## config.mk

```make
export PLATFORM = sky130hd
export DESIGN_NAME = ram_sync_param
export DESIGN_NICKNAME = d
export VERILOG_FILES = /design/src/rtl/ram_sync_param_pkg.sv /design/src/rtl/ram_sync_param_array.sv /design/src/rtl/ram_sync_param.sv
export SDC_FILE = /design/constraint.sdc
export NUM_CORES = 1
export LEC_CHECK = 0
export BUFFER_PORTS_ARGS = -buffer_cell sky130_fd_sc_hd__buf_2
export CAP_MARGIN = 20
export CORE_MARGIN = 5
export CORE_UTILIZATION = 28
export DETAILED_ROUTE_END_ITERATION = 8
export HOLD_SLACK_MARGIN = 0.08
export PLACE_DENSITY = 0.4
export SYNTH_ARGS = -nofsm -noshare
export SYNTH_HDL_FRONTEND = slang
export SYNTH_SLANG_ARGS = --single-unit
```

## constraint.sdc

```tcl
create_clock -name clk -period 2.41 [get_ports clk]
set_clock_uncertainty 0.1 [all_clocks]
set_input_delay 0.241 -clock clk [delete_from_list [all_inputs] [get_ports clk]]
set_output_delay 0.241 -clock clk [all_outputs]
set_load 0.02 [all_outputs]
```

## src/rtl/ram_sync_param_pkg.sv

```systemverilog
// Shared definitions for the synchronous RAM: FSM state encodings and default sizes,
// kept in one place so the boot loader can reuse them.
package ram_sync_param_pkg;

  typedef enum logic {
    ST_CLEAR = 1'b0,
    ST_IDLE  = 1'b1
  } state_t;

  localparam int unsigned DEF_DATA_W = 8;
  localparam int unsigned DEF_ADDR_W = 4;

endpackage

```

## src/rtl/ram_sync_param_array.sv

```systemverilog
// DATA_W x 2**ADDR_W register array: one synchronous write port, one combinational read port.
module ram_sync_param_array #(
  parameter int unsigned DATA_W = 8,
  parameter int unsigned ADDR_W = 4
) (
  input  logic              clk,
  input  logic              we,
  input  logic [ADDR_W-1:0] waddr,
  input  logic [DATA_W-1:0] wdata,
  input  logic [ADDR_W-1:0] raddr,
  output logic [DATA_W-1:0] rdata
);

  localparam int unsigned DEPTH = 2 ** ADDR_W;

  // No reset on the storage; the clear sequencer initialises it.
  logic [DATA_W-1:0] mem [0:DEPTH-1];

  always_ff @(posedge clk) begin
    if (we) mem[waddr] <= wdata;
  end

  assign rdata = mem[raddr];

endmodule

```

## src/rtl/ram_sync_param.sv

```systemverilog
// Parametrised synchronous RAM with registered reads, an automatic clear sequencer
// and a priority program-load port (write priority: clear > load > CPU).
module ram_sync_param
  import ram_sync_param_pkg::*;
#(
  parameter int unsigned       DATA_W    = DEF_DATA_W,
  parameter int unsigned       ADDR_W    = DEF_ADDR_W,
  parameter bit                OUT_INV   = 1'b0,
  parameter logic [DATA_W-1:0] CLEAR_VAL = '0
) (
  input  logic              clk,
  input  logic              rst,
  input  logic              cs_n,
  input  logic              we_n,
  input  logic [ADDR_W-1:0] addr,
  input  logic [DATA_W-1:0] din,
  output logic [DATA_W-1:0] dout,
  output logic              dout_valid,
  input  logic              ld_en,
  input  logic [ADDR_W-1:0] ld_addr,
  input  logic [DATA_W-1:0] ld_data,
  input  logic              clear_req,
  output logic              busy
);

  localparam int unsigned DEPTH = 2 ** ADDR_W;

  state_t            state, state_nxt;
  logic [ADDR_W-1:0] clr_cnt, clr_cnt_nxt;
  logic              clr_done_c;

  logic              wr_en_c;
  logic [ADDR_W-1:0] wr_addr_c;
  logic [DATA_W-1:0] wr_data_c;
  logic              rd_en_c;
  logic [DATA_W-1:0] rd_data_c;
  logic [DATA_W-1:0] dout_nxt_c;

  // Terminal flag: the current sweep write targets the last word.
  assign clr_done_c = (clr_cnt == ADDR_W'(DEPTH - 1));

  // State register and clear counter.
  always_ff @(posedge clk or posedge rst) begin
    if (rst) begin
      state   <= ST_CLEAR;
      clr_cnt <= '0;
    end else begin
      state   <= state_nxt;
      clr_cnt <= clr_cnt_nxt;
    end
  end

  // Next-state logic; a clear request always restarts the sweep from address 0.
  always_comb begin
    state_nxt   = state;
    clr_cnt_nxt = clr_cnt;
    case (state)
      ST_CLEAR: begin
        if (clear_req) begin
          clr_cnt_nxt = '0;
        end else if (clr_done_c) begin
          state_nxt   = ST_IDLE;
          clr_cnt_nxt = '0;
        end else begin
          clr_cnt_nxt = clr_cnt + ADDR_W'(1);
        end
      end
      ST_IDLE: begin
        if (clear_req) begin
          state_nxt   = ST_CLEAR;
          clr_cnt_nxt = '0;
        end
      end
    endcase
  end

  // Write-port mux and read decode.
  always_comb begin
    wr_en_c   = 1'b0;
    wr_addr_c = addr;
    wr_data_c = din;
    rd_en_c   = 1'b0;
    case (state)
      ST_CLEAR: begin
        wr_en_c   = 1'b1;
        wr_addr_c = clr_cnt;
        wr_data_c = CLEAR_VAL;
      end
      ST_IDLE: begin
        if (ld_en) begin
          wr_en_c   = 1'b1;
          wr_addr_c = ld_addr;
          wr_data_c = ld_data;
        end else if (!cs_n && !we_n) begin
          wr_en_c = 1'b1;
        end else if (!cs_n) begin
          rd_en_c = 1'b1;
        end
      end
    endcase
  end

  ram_sync_param_array #(
    .DATA_W (DATA_W),
    .ADDR_W (ADDR_W)
  ) u_array (
    .clk   (clk),
    .we    (wr_en_c),
    .waddr (wr_addr_c),
    .wdata (wr_data_c),
    .raddr (addr),
    .rdata (rd_data_c)
  );

  assign dout_nxt_c = OUT_INV ? ~rd_data_c : rd_data_c;

  // Registered outputs; busy tracks the state the FSM is entering.
  always_ff @(posedge clk or posedge rst) begin
    if (rst) begin
      dout       <= '0;
      dout_valid <= 1'b0;
      busy       <= 1'b1;
    end else begin
      if (rd_en_c) dout <= dout_nxt_c;
      dout_valid <= rd_en_c;
      busy       <= (state_nxt == ST_CLEAR);
    end
  end

endmodule

```

==> impl_metrics.toml <==
[run_status]
outcome = "finished clean"

[timing]
timing.hold.ws_ns = 0.1246
slew_viol_final = 0
fin_ws_ns = 0.3588
setup_tns_ns = 0
slew_headroom_pct = 34.72
setup-violations-final = 0
tightest_slew_ns = 0.9771
fin_crit_sh_pct = 85.11
rsz0062_at_grt = "false"
hold_viol_final = 0
finalCriticalPeriod_ns = 2.051
max_freq_ghz = 0.4875

[clock_network]
h-tree-depth = 4
cts-resized-gates = 0
clock_sinks = 143
cts_setup_buffers = 0
cts_tree = "yes"
clk_pin_slew_ns = 0.06
cts_buffers = 17
worstSkewPairLatency_ns = 0.42
cts-root-buf = "clkbuf_16"
clock_path_buffers = 2

[global_route]
grt_pass1_wl_mm = 21.16
grt-ovfl-total = 0
antenna_found_initial = 0
grt_max_degree = 20
grt_use_total_pct = 12.19
grt_pass1_vias = 3247

[finish]
diodes = 0
final_util_pct = 34.48
final_nets = 420
drive_gt1_share_pct = 33.83
fin_area_um2 = 7202
syn_to_final_growth_pct = 22.18

[routing]
detail_route.wl_per_cell_um = 20.41
totalWireLength_mm = 13.82
drtAntennaViolNets = 0
drcViolationCount = 0
vias = 3014
drt_iter0_markers = 200
first_pass_iters = 4
vias_per_cell = 4.452

[placement]
routabilityCongestion = 0.7522
hpwl_mm = 9.775
place_ws_ns = 0.2909
post_dp_cell_area_um2 = 6578
port_buffers = 39

[floorplan]
dieArea_um2 = 24050
rows = 53
start_util_pct = 28.22
die_h_um = 155.1
io_pins = 40
core_um2 = 20890
die_w_um = 155.1

[yosys]
synthesis.nets = 342
ys.warnings.count = 0
post_synth.cell_area_avg_um2 = 18.95
synth_flop_cell = "edfxtp_1"
synth_seq_cells = 143
syn_area_um2 = 5894
netlist_instances = 311
async_flop_share_pct = 10.49
synth.distinct_cells = 37
seq_area_frac_synth_pct = 71.60
synth_edf_count = 128

[hold_path]
hp-class = "input port to flip-flop"

[worst_setup_path]
crit_path_cell_trace = "buf_4 -> nor2_1 -> a221oi_1 -> nand2_1 -> nor2_1 -> buf_4"
start_kind = "flip-flop"
end_kind = "flip-flop"
path_max_fanout = 13
cpMaxStageDelayCell = "dfrtp_1"
critical_path_arrival_ns = 2.07
required_ns = 2.43
crit_type = "flip-flop to flip-flop"
critPathMaxStageDelay_ns = 0.51

[power_and_ir_drop]
ir_drop_v = 0.0005027
power_density_nw_per_um2 = 793.9
power.leakage_nw = 2.688

[job]
timing.max_cap.violations = 0
## cell type report
| class | instances | area (um2) |
|---|---|---|
| Clock inverter | 14 | 167.7 |
| Inverter | 3 | 11.26 |
| Multi-Input combinational cell | 149 | 1521 |
| Clock buffer | 18 | 429.2 |
| Sequential cell | 143 | 4220 |
| Timing Repair Buffer | 75 | 508.0 |
| Fill cell | 1987 | 13690 |
| Tap cell | 275 | 344.1 |
## routing by layer
layer  vias up  global-route usage (%)  share of wire [%]
met1      1575                   16.11                 45
met3        10                   2.754                2.6
met2        32                   20.13                 51
met5         -                       0                  0
met4         0                   3.659                1.2
li1       1397                       -                  -
## critical path: cells and delay by family, from the launching register on
kind                   cells  cell delay [ns]
flip-flops                 1             0.51
buffers and inverters      2             0.43
AND/OR/NAND/NOR            3             0.42
AO/OA/AOI/OAI              1             0.30
## worst paths after layout
| path | depth (start not counted) | to | from | slack (ns) |
|---|---|---|---|---|
| min in group asynchronous | 3 | clr_cnt[3] | rst | 0.37 |
| worst min register to register | 2 | dout[3] | dout[3] | 0.41 |
| worst min-delay path | 3 | dout_valid | we_n | 0.12 |
| worst max register to register | 6 | u_array.mem[14][4] | state | 0.36 |
| max in group asynchronous | 3 | dout[4] | rst | 1.40 |
| worst max-delay path | 6 | u_array.mem[14][4] | state | 0.36 |
## cells in the mapped netlist (2+ instances only)
cell type  instances  share of area [%]
nor2_1            25                1.6
edfxtp_1         128                 65
mux2i_1           33                5.6
dfrtp_1           14                5.9
mux4_2            26                9.9
mux4_1             4                1.8
nand4b_1           2               0.30
nand2_1           18                1.1
buf_6              5               0.96
nor2b_1           11                1.2
o221ai_1           6               0.89
buf_4              2               0.25
a21oi_1            4               0.34
clkbuf_1           2               0.13
buf_2              4               0.34
inv_1              3               0.19
a21o_1             4               0.51
## what timing repair did
action | in CTS | in global routing
hold buffers | 2 | 0
hold endpoints to repair | 20 | 0
setup endpoints to repair | 0 | 0
## state kept, by name, summed over array words and instances (netlist names)
register and flops:
u_array.mem 128, dout 8, clr_cnt 4, busy 1, dout_valid 1, state 1
## layout by cell type, fill, tap and decap left out, types with 2 or more instances in the layout
cell type / instances
a21o_1: 4
nor2_1: 25
dfrtp_1: 14
buf_2: 39
a21oi_1: 4
dlygate4sd3_1: 2
mux2i_1: 33
edfxtp_1: 128
mux4_2: 26
bufinv_16: 3
inv_1: 3
clkinvlp_4: 6
mux4_1: 4
o221ai_1: 6
nand2_1: 18
clkinv_2: 3
clkbuf_16: 17
nor2b_1: 11
buf_4: 31
nand4b_1: 2
buf_12: 3
## power by group
part | switching (mW) | total (mW) | internal (mW)
clock network | 1.00 | 2.63 | 1.62
registers | 0.0206 | 2.75 | 2.73
logic | 0.185 | 0.338 | 0.153
## stage by stage
step / power [mW] / cells
CTS: 5.784 / 676
detailed placement: 3.148 / 642
global route: 5.939 / 677
floorplan: 3.017 / 311
finish: 5.717 / 677
global placement: 3.150 / 642
## kinds of logic after synthesis
kind of cell    count (synthesis)  share of synthesized area, %
flops                         143                         71.60
mux                            64                         17.51
simple gates                   62                         5.201
compound gates                 21                         2.738
buf+inv                        19                         2.590
xor+xnor                        1                        0.1486
fa+ha+maj                       1                        0.2122
Power figures use the tool's default switching activity.
